--- src/rtl/uart_cmd_pkg.sv ---
// Shared types and constants for the UART command framer.
// Frame-state enum, sync marker default, register width and PID register map.
package uart_cmd_pkg;

   typedef enum logic [2:0] {
      IDLE = 3'd0,
      ADDR = 3'd1,
      DHI  = 3'd2,
      DLO  = 3'd3,
      CHK  = 3'd4
   } cmd_state_t;

   localparam logic [7:0] SYNC_BYTE_DEFAULT = 8'hA5;
   localparam int         REG_W             = 16;

   localparam int REG_KP       = 0;
   localparam int REG_KI       = 1;
   localparam int REG_KD       = 2;
   localparam int REG_SETPOINT = 3;

endpackage

--- src/rtl/uart_cmd_regfile.sv ---
// Config register file: one synchronous write port, all registers exposed flat.
// Register i appears at regs_out[REG_W*i +: REG_W].
module uart_cmd_regfile
   import uart_cmd_pkg::*;
#(
   parameter int NUM_REGS = 4,
   parameter int AW       = 2
) (
   input  logic                      clk,
   input  logic                      reset,
   input  logic                      wr_en,
   input  logic [AW-1:0]             wr_addr,
   input  logic [REG_W-1:0]          wr_data,
   output logic [NUM_REGS*REG_W-1:0] regs_out
);

   logic [REG_W-1:0] regs_q [NUM_REGS];
   logic [REG_W-1:0] regs_d [NUM_REGS];

   always_comb begin
      for (int i = 0; i < NUM_REGS; i++) begin
         regs_d[i] = regs_q[i];
         if (wr_en && (wr_addr == AW'(i))) begin
            regs_d[i] = wr_data;
         end
      end
   end

   always_ff @(posedge clk) begin
      if (reset) begin
         for (int i = 0; i < NUM_REGS; i++) begin
            regs_q[i] <= '0;
         end
      end else begin
         for (int i = 0; i < NUM_REGS; i++) begin
            regs_q[i] <= regs_d[i];
         end
      end
   end

   always_comb begin
      for (int i = 0; i < NUM_REGS; i++) begin
         regs_out[i*REG_W +: REG_W] = regs_q[i];
      end
   end

endmodule

--- src/rtl/uart_cmd_ctrl.sv ---
// Frames UART RX bytes (SYNC, ADDR, DHI, DLO[, CHK]) into 16-bit register writes.
// Define UART_CMD_CHECKSUM_EN to require a trailing CHK byte equal to ADDR^DHI^DLO.
module uart_cmd_ctrl
   import uart_cmd_pkg::*;
#(
   parameter int         NUM_REGS     = 4,
   parameter int         TIMEOUT_CLKS = 100000,
   parameter logic [7:0] SYNC_BYTE    = SYNC_BYTE_DEFAULT,
   localparam int        AW           = (NUM_REGS > 1) ? $clog2(NUM_REGS) : 1
) (
   input  logic                      clk,
   input  logic                      reset,
   input  logic [7:0]                rx_data,
   input  logic                      rx_valid,
   output logic                      reg_wr_en,
   output logic [AW-1:0]             reg_wr_addr,
   output logic [REG_W-1:0]          reg_wr_data,
   output logic [NUM_REGS*REG_W-1:0] regs_out,
   output logic                      busy,
   output logic                      frame_err
);

   localparam int            CW        = $clog2(TIMEOUT_CLKS + 1);
   localparam logic [CW-1:0] CNT_MAX   = CW'(TIMEOUT_CLKS);
   localparam logic [CW-1:0] CNT_LIMIT = CW'(TIMEOUT_CLKS - 1);

   cmd_state_t       state_q, state_d;
   logic [CW-1:0]    cnt_q, cnt_d;
   logic [AW-1:0]    addr_q, addr_d;
   logic [7:0]       dhi_q, dhi_d;
   logic             reg_wr_en_q, reg_wr_en_d;
   logic [AW-1:0]    reg_wr_addr_q, reg_wr_addr_d;
   logic [REG_W-1:0] reg_wr_data_q, reg_wr_data_d;
   logic             frame_err_q, frame_err_d;
`ifdef UART_CMD_CHECKSUM_EN
   logic [7:0]       dlo_q, dlo_d;
   logic [7:0]       chk_q, chk_d;
`endif

   always_comb begin
      state_d       = state_q;
      cnt_d         = cnt_q;
      addr_d        = addr_q;
      dhi_d         = dhi_q;
      reg_wr_en_d   = 1'b0;
      reg_wr_addr_d = reg_wr_addr_q;
      reg_wr_data_d = reg_wr_data_q;
      frame_err_d   = 1'b0;
`ifdef UART_CMD_CHECKSUM_EN
      dlo_d         = dlo_q;
      chk_d         = chk_q;
`endif

      // Inter-byte timer: only runs while a frame is open, saturates instead of wrapping
      if ((state_q == IDLE) || rx_valid) begin
         cnt_d = '0;
      end else if (cnt_q != CNT_MAX) begin
         cnt_d = cnt_q + CW'(1);
      end

      if (rx_valid) begin
         case (state_q)
            IDLE: begin
               if (rx_data == SYNC_BYTE) begin
                  state_d = ADDR;
               end
            end
            ADDR: begin
               if (int'(rx_data) >= NUM_REGS) begin
                  frame_err_d = 1'b1;
                  state_d     = IDLE;
               end else begin
                  addr_d  = rx_data[AW-1:0];
                  state_d = DHI;
`ifdef UART_CMD_CHECKSUM_EN
                  chk_d   = rx_data;
`endif
               end
            end
            DHI: begin
               dhi_d   = rx_data;
               state_d = DLO;
`ifdef UART_CMD_CHECKSUM_EN
               chk_d   = chk_q ^ rx_data;
`endif
            end
            DLO: begin
`ifdef UART_CMD_CHECKSUM_EN
               dlo_d   = rx_data;
               chk_d   = chk_q ^ rx_data;
               state_d = CHK;
`else
               reg_wr_en_d   = 1'b1;
               reg_wr_addr_d = addr_q;
               reg_wr_data_d = {dhi_q, rx_data};
               state_d       = IDLE;
`endif
            end
`ifdef UART_CMD_CHECKSUM_EN
            CHK: begin
               if (rx_data == chk_q) begin
                  reg_wr_en_d   = 1'b1;
                  reg_wr_addr_d = addr_q;
                  reg_wr_data_d = {dhi_q, dlo_q};
               end else begin
                  frame_err_d = 1'b1;
               end
               state_d = IDLE;
            end
`endif
            default: state_d = IDLE;
         endcase
      end else if ((state_q != IDLE) && (cnt_q == CNT_LIMIT)) begin
         frame_err_d = 1'b1;
         state_d     = IDLE;
      end
   end

   always_ff @(posedge clk) begin
      if (reset) begin
         state_q       <= IDLE;
         cnt_q         <= '0;
         addr_q        <= '0;
         dhi_q         <= '0;
         reg_wr_en_q   <= 1'b0;
         reg_wr_addr_q <= '0;
         reg_wr_data_q <= '0;
         frame_err_q   <= 1'b0;
`ifdef UART_CMD_CHECKSUM_EN
         dlo_q         <= '0;
         chk_q         <= '0;
`endif
      end else begin
         state_q       <= state_d;
         cnt_q         <= cnt_d;
         addr_q        <= addr_d;
         dhi_q         <= dhi_d;
         reg_wr_en_q   <= reg_wr_en_d;
         reg_wr_addr_q <= reg_wr_addr_d;
         reg_wr_data_q <= reg_wr_data_d;
         frame_err_q   <= frame_err_d;
`ifdef UART_CMD_CHECKSUM_EN
         dlo_q         <= dlo_d;
         chk_q         <= chk_d;
`endif
      end
   end

   // Write port is fed from the same next-state values so regs_out updates with reg_wr_en
   uart_cmd_regfile #(
      .NUM_REGS (NUM_REGS),
      .AW       (AW)
   ) u_regfile (
      .clk      (clk),
      .reset    (reset),
      .wr_en    (reg_wr_en_d),
      .wr_addr  (reg_wr_addr_d),
      .wr_data  (reg_wr_data_d),
      .regs_out (regs_out)
   );

   assign reg_wr_en   = reg_wr_en_q;
   assign reg_wr_addr = reg_wr_addr_q;
   assign reg_wr_data = reg_wr_data_q;
   assign frame_err   = frame_err_q;
   assign busy        = (state_q != IDLE);

endmodule

--- config.mk ---
export PLATFORM = sky130hd
export DESIGN_NAME = uart_cmd_ctrl
export DESIGN_NICKNAME = d
export VERILOG_FILES = /design/src/rtl/uart_cmd_pkg.sv /design/src/rtl/uart_cmd_regfile.sv /design/src/rtl/uart_cmd_ctrl.sv
export SDC_FILE = /design/constraint.sdc
export NUM_CORES = 1
export LEC_CHECK = 0
export ABC_CLOCK_PERIOD_IN_PS = 3950
export CAP_MARGIN = 40
export CORE_MARGIN = 5
export CORE_UTILIZATION = 40
export CTS_BUF_LIST = sky130_fd_sc_hd__clkbuf_4 sky130_fd_sc_hd__clkbuf_8 sky130_fd_sc_hd__clkbuf_16
export DETAILED_ROUTE_END_ITERATION = 8
export GPL_TIMING_DRIVEN = 1
export PLACE_DENSITY = 0.66
export SYNTH_ARGS = -nofsm -noshare
export SYNTH_HDL_FRONTEND = slang
export SYNTH_SLANG_ARGS = --single-unit
--- constraint.sdc ---
create_clock -name clk -period 3.95 [get_ports clk]
set_clock_uncertainty 0.1 [all_clocks]
set_input_delay 0.9875 -clock clk [delete_from_list [all_inputs] [get_ports clk]]
set_output_delay 0.9875 -clock clk [all_outputs]
set_load 0.02 [all_outputs]
==> results of run 1 <==
-- cells in the mapped netlist, drive strengths merged, types with 6 or more instances --
cell type and count:
nand4 6, o21ai 8, nor2 25, xnor2 7
buf 6, nor3 8, mux2i 9, or3 10
inv 10, nand2 171, dfxtp 113, a21oi 92
clkbuf 29, nand3 10
-- cells by family (layout without fill, tap and decap cells) --
family | Yosys count | after routing | share of synthesized area, %
adders and majority gates | 2 | 2 | 0.589
AOI/OAI and AO/OA | 104 | 104 | 12.5
DFF | 113 | 113 | 53.2
xor gates and xnor gates | 9 | 9 | 1.85
buffers and inverters | 45 | 149 | 4.06
and+or+nand+nor | 248 | 248 | 25.7
muxes | 9 | 9 | 2.12
-- metal layers --
layer  vias to the layer above  global-route usage, %  wire (um)
met4                         0                   5.61         93
li1                       1940                      -          -
met2                       130                   30.5       5670
met1                      1818                   24.0       5110
met3                         8                   6.47        974
met5                         -                      0          0
-- state kept, by name (all words and copies together) (netlist names) --
name,count
addr_q,2
cnt_q,17
dhi_q,8
frame_err,1
reg_wr_addr,2
reg_wr_data,16
reg_wr_en,1
state_q,2
u_regfile.regs_q,64
-- cell type report --
class / instances / share of cell area [%]
Clock inverter: 12 / 3.02
Tap cell: 136 / 2.86
Clock buffer: 20 / 7.65
Multi-Input combinational cell: 372 / 30.5
Timing Repair Buffer: 107 / 17.4
Sequential cell: 113 / 38.0
Inverter: 10 / 0.630
-- power by group through the flow --
stage	registers (mW)	clock network (mW)	logic [mW]
after floorplan	1.16	0	0.0205
after global placement	1.16	0	0.0476
after detailed placement	1.16	0	0.0477
after CTS	1.14	1.63	0.0481
after global routing	1.14	1.69	0.0513
final	1.14	1.61	0.0481
-- worst min-delay path, delay by kind of cell (launching register included) --
kind | cells | cell delay [ns]
AND/OR/NAND/NOR | 1 | 0.05
flip-flops | 1 | 0.31
AO/OA/AOI/OAI | 1 | 0.05
-- final timing paths --
path / from / cells past startpoint / to
worst min register to register: reg_wr_data[4]$_SDFF_PP0_ / 2 / reg_wr_data[4]$_SDFF_PP0_
worst max register to register: cnt_q[0]$_SDFFE_PP0P_ / 5 / cnt_q[16]$_SDFFE_PP0P_
worst max-delay path: state_q[1]$_SDFFE_PP0P_ / 3 / busy
worst min-delay path: reg_wr_data[4]$_SDFF_PP0_ / 2 / reg_wr_data[4]$_SDFF_PP0_
==> flow_summary.json, run 1 <==
{
  "status": "completed",
  "rsz0062_at_grt": "no",
  "yosys_register_bits": 113,
  "gp_congestion": 0.796,
  "utilization_pct": 57.7,
  "fin_hold_ws_ns": 0.352,
  "syn-mean-instance-area_sq_um": 8.02,
  "path_delay_family": "buffers and inverters",
  "slowest_delay_ns": 0.59,
  "final_nets": 634,
  "p_int_mw": 2.23,
  "finalHoldViolCount": 0,
  "fin_crit_sh_pct": 72.8,
  "ys_types": 37,
  "place_inst": 738,
  "post-cts-setup-buffers": 0,
  "layout_common_cells": "nand2_1, dfxtp_1, clkdlybuf4s50_1",
  "first_pass_iters": 4,
  "grt_max_degree": 69,
  "crit_chain": "nor2_1 -> inv_1 -> clkdlybuf4s50_1",
  "p_total_mw": 2.80,
  "overflow": 0,
  "synth_area_leaders": "dfxtp_1, nand2_1, a21oi_1",
  "seqCellArea_sq_um": 2260,
  "switching_power_mw": 0.567,
  "initial_core_util_pct": 41.2,
  "multiInputGateArea_sq_um": 1820,
  "async_flop_share_pct": 0,
  "ys_seq_area_share_pct": 53.2,
  "place.port_buffers": 95,
  "drc": 0,
  "fin_crit_ns": 2.88,
  "vias_per_cell": 5.06,
  "seq_power_share_pct": 40.7,
  "yosys_warnings": 0,
  "setup_viol": 0,
  "drv_cap": 0,
  "startpoint_type": "flop",
  "synth_cells": 530,
  "antenna_found_initial": 0,
  "yosysTopAreaCell": "dfxtp_1",
  "die_h_um": 113,
  "n_antenna_cell": 0,
  "post_cts_resized": 0,
  "hold_class": "reg -> reg",
  "vias": 3896,
  "path_buf_inv": 2,
  "grt_pass1_wl_um": 19000,
  "synth-edff-count": 0,
  "root_buffer": "clkbuf_8",
  "wl_um": 11900,
  "comb_power_share_pct": 1.7,
  "slowest_stage": "clkdlybuf4s50_1",
  "worst-slew-pin-transition_ns": 0.706,
  "end_kind": "primary output",
  "worst-r2r-setup-slack_ns": 1.85,
  "ioPinCount": 96,
  "clk_pin_slew_ns": 0.06,
  "row_count": 37,
  "cts_sinks": 113,
  "die_w_um": 113,
  "p_per_area_nw_per_um2": 470,
  "ctsHoldBuffers": 0,
  "coreArea_sq_um": 10300,
  "netlist_area_sq_um": 4250,
  "wl_per_cell_um": 15.4,
  "synthFlopType": "dfxtp_1",
  "hpwl_um": 8090,
  "ir_drop_mv": 0.339,
  "placed_area_sq_um": 5320,
  "place_ws_ns": 0.837,
  "dieArea_sq_um": 12800,
  "cts_max_path_buffers": 2,
  "drt_iter0_markers": 292,
  "required_ns": 2.86,
  "postSynthNetCount": 543,
  "pwr-share-clk_pct": 57.5,
  "fin_tns_setup_ns": 0,
  "drive_gt1_share_pct": 8.36,
  "fillCellCount": 930,
  "clk_latency_ns": 0.51,
  "critPathKind": "reg -> out",
  "arrival_ns": 1.79,
  "final.setup.worst_slack_ns": 1.07,
  "synth_top_area_share_pct": 53.2,
  "syn_to_final_growth_pct": 40.2,
  "stdcell_area_sq_um": 5960,
  "netSwitchingFraction_pct": 20.3,
  "cts_tree": "yes",
  "p_leak_nw": 1.98,
  "crit_fanout": 11,
  "h-tree-depth": 4,
  "maxSlewViolCount": 0,
  "grt_pass1_vias": 3717,
  "final_common_cell": "nand2_1",
  "final_cells": 770,
  "postRouteAntennaNets": 0,
  "cts_made_buffers": 17,
  "slew_headroom_pct": 52.9,
  "grt_usage_pct": 18.9,
  "fmax_mhz": 348
}
No activity file was read; power rests on OpenSTA's default activity.
==> run 2, diff against run 1 <==
ABC_CLOCK_PERIOD_IN_PS = 2900   (was 3950)
clock period = 2.9 ns   (was 3.95 ns; I/O delays follow)
==> run 2 against run 1 <==
Compared with the run above: non-clock buffer count up 8; cell count up 1.0%; critical path depth unchanged; first-iteration DRC count up 2.7%; sequential power up 36%; count of clock-buffer cells in the layout down 1; combinational power up 56%; final area up 1.6%; routed wire length up 1.1%; hold slack better by 0.0019 ns; power up 38%; critical path type unchanged.
==> flow_summary.json, run 2 (synthesis results as in run 1) <==
{
  "finalHoldViolCount": 0,
  "slew_headroom_pct": 61.8,
  "final_nets": 642,
  "syn_to_final_growth_pct": 42.4,
  "cts_max_path_buffers": 2,
  "postRouteAntennaNets": 0,
  "wl_um": 12000,
  "cts_tree": "yes",
  "worst-slew-pin-transition_ns": 0.574,
  "place_inst": 746,
  "fin_crit_sh_pct": 92.0,
  "p_per_area_nw_per_um2": 640,
  "hold_class": "reg -> reg",
  "slowest_stage": "clkdlybuf4s50_1",
  "status": "completed",
  "p_total_mw": 3.87,
  "ir_drop_mv": 0.392,
  "clk_pin_slew_ns": 0.06,
  "fin_tns_setup_ns": 0,
  "ioPinCount": 96,
  "dieArea_sq_um": 12800,
  "rsz0062_at_grt": "no",
  "fin_hold_ws_ns": 0.354,
  "slowest_delay_ns": 0.59,
  "hpwl_um": 8450,
  "root_buffer": "clkbuf_8",
  "wl_per_cell_um": 15.4,
  "placed_area_sq_um": 5400,
  "end_kind": "primary output",
  "row_count": 37,
  "die_h_um": 113,
  "gp_congestion": 0.841,
  "initial_core_util_pct": 41.2,
  "critPathKind": "reg -> out",
  "grt_pass1_vias": 3625,
  "final_common_cell": "nand2_1",
  "arrival_ns": 1.84,
  "drc": 0,
  "setup_viol": 0,
  "fin_crit_ns": 2.67,
  "grt_pass1_wl_um": 19000,
  "final_cells": 778,
  "drt_iter0_markers": 300,
  "grt_max_degree": 65,
  "p_leak_nw": 2.04,
  "h-tree-depth": 4,
  "place.port_buffers": 95,
  "cts_made_buffers": 17,
  "fmax_mhz": 375,
  "regMostFlops": "u_regfile.regs_q",
  "drive_gt1_share_pct": 9.50,
  "cts_sinks": 113,
  "post_cts_resized": 0,
  "coreArea_sq_um": 10300,
  "largest_reg_flops": 64,
  "vias_per_cell": 5.10,
  "layout_common_cells": "nand2_1, dfxtp_1, clkdlybuf4s50_1",
  "stdcell_area_sq_um": 6050,
  "ctsHoldBuffers": 0,
  "antenna_found_initial": 0,
  "drv_cap": 0,
  "crit_chain": "nor2_1 -> inv_1 -> clkdlybuf4s50_1",
  "die_w_um": 113,
  "vias": 3970,
  "path_delay_family": "buffers and inverters",
  "post-cts-setup-buffers": 0,
  "clk_latency_ns": 0.50,
  "startpoint_type": "flop",
  "maxSlewViolCount": 0,
  "required_ns": 2.08,
  "first_pass_iters": 5,
  "crit_fanout": 11,
  "path_buf_inv": 2,
  "overflow": 0,
  "grt_usage_pct": 18.8,
  "n_antenna_cell": 0
}
run 2: where the power goes:
part / switching [mW] / internal (mW) / total (mW)
clock: 0.717 / 1.53 / 2.25
combinational: 0.0487 / 0.0261 / 0.0748
sequential: 0.0000559 / 1.55 / 1.55
run 2: cell type report:
class / count / area, sq um
inverters: 10 / 37.5
fillers: 898 / 4270
clock buffers: 19 / 442
well taps: 136 / 170
flip-flops and latches: 113 / 2260
repair buffers: 115 / 1120
clock inverters: 13 / 208
multi-input cells: 372 / 1820
run 2: worst reg2reg max path: cells and delay by family, from the launching register on:
family / cells / cell delay (ns)
flip-flops: 1 / 0.41
AO/OA/AOI/OAI: 1 / 0.14
AND/OR/NAND/NOR: 3 / 1.09
adder cells (fa/ha/maj): 1 / 0.27
run 2: path summary, 6_finish.rpt:
kind,slack [ns],end,from,depth (start not counted)
worst max-delay path,0.23,busy,state_q[1]$_SDFFE_PP0P_,3
worst min-delay path,0.35,reg_wr_data[10]$_SDFF_PP0_,reg_wr_data[10]$_SDFF_PP0_,2
worst max register to register,0.82,cnt_q[14]$_SDFFE_PP0P_,cnt_q[0]$_SDFFE_PP0P_,5
worst min register to register,0.35,reg_wr_data[10]$_SDFF_PP0_,reg_wr_data[10]$_SDFF_PP0_,2
run 2: metrics by stage:
stage / util [%] / setup slack [ns]
6_report: 58.6 / 0.231
4_1_cts: 58.6 / 0.221
3_3_place_gp: 52.1 / 0.368
5_1_grt: 58.6 / 0.163
3_5_place_dp: 52.3 / 0.330
2_1_floorplan: - / 0.887
run 2: layer usage:
metal	routed length, um	GRT usage, %	vias to the layer above
met4	217	6.89	0
li1	-	-	1957
met2	5520	28.7	157
met3	983	5.45	15
met1	5260	25.3	1841
met5	0	0	-
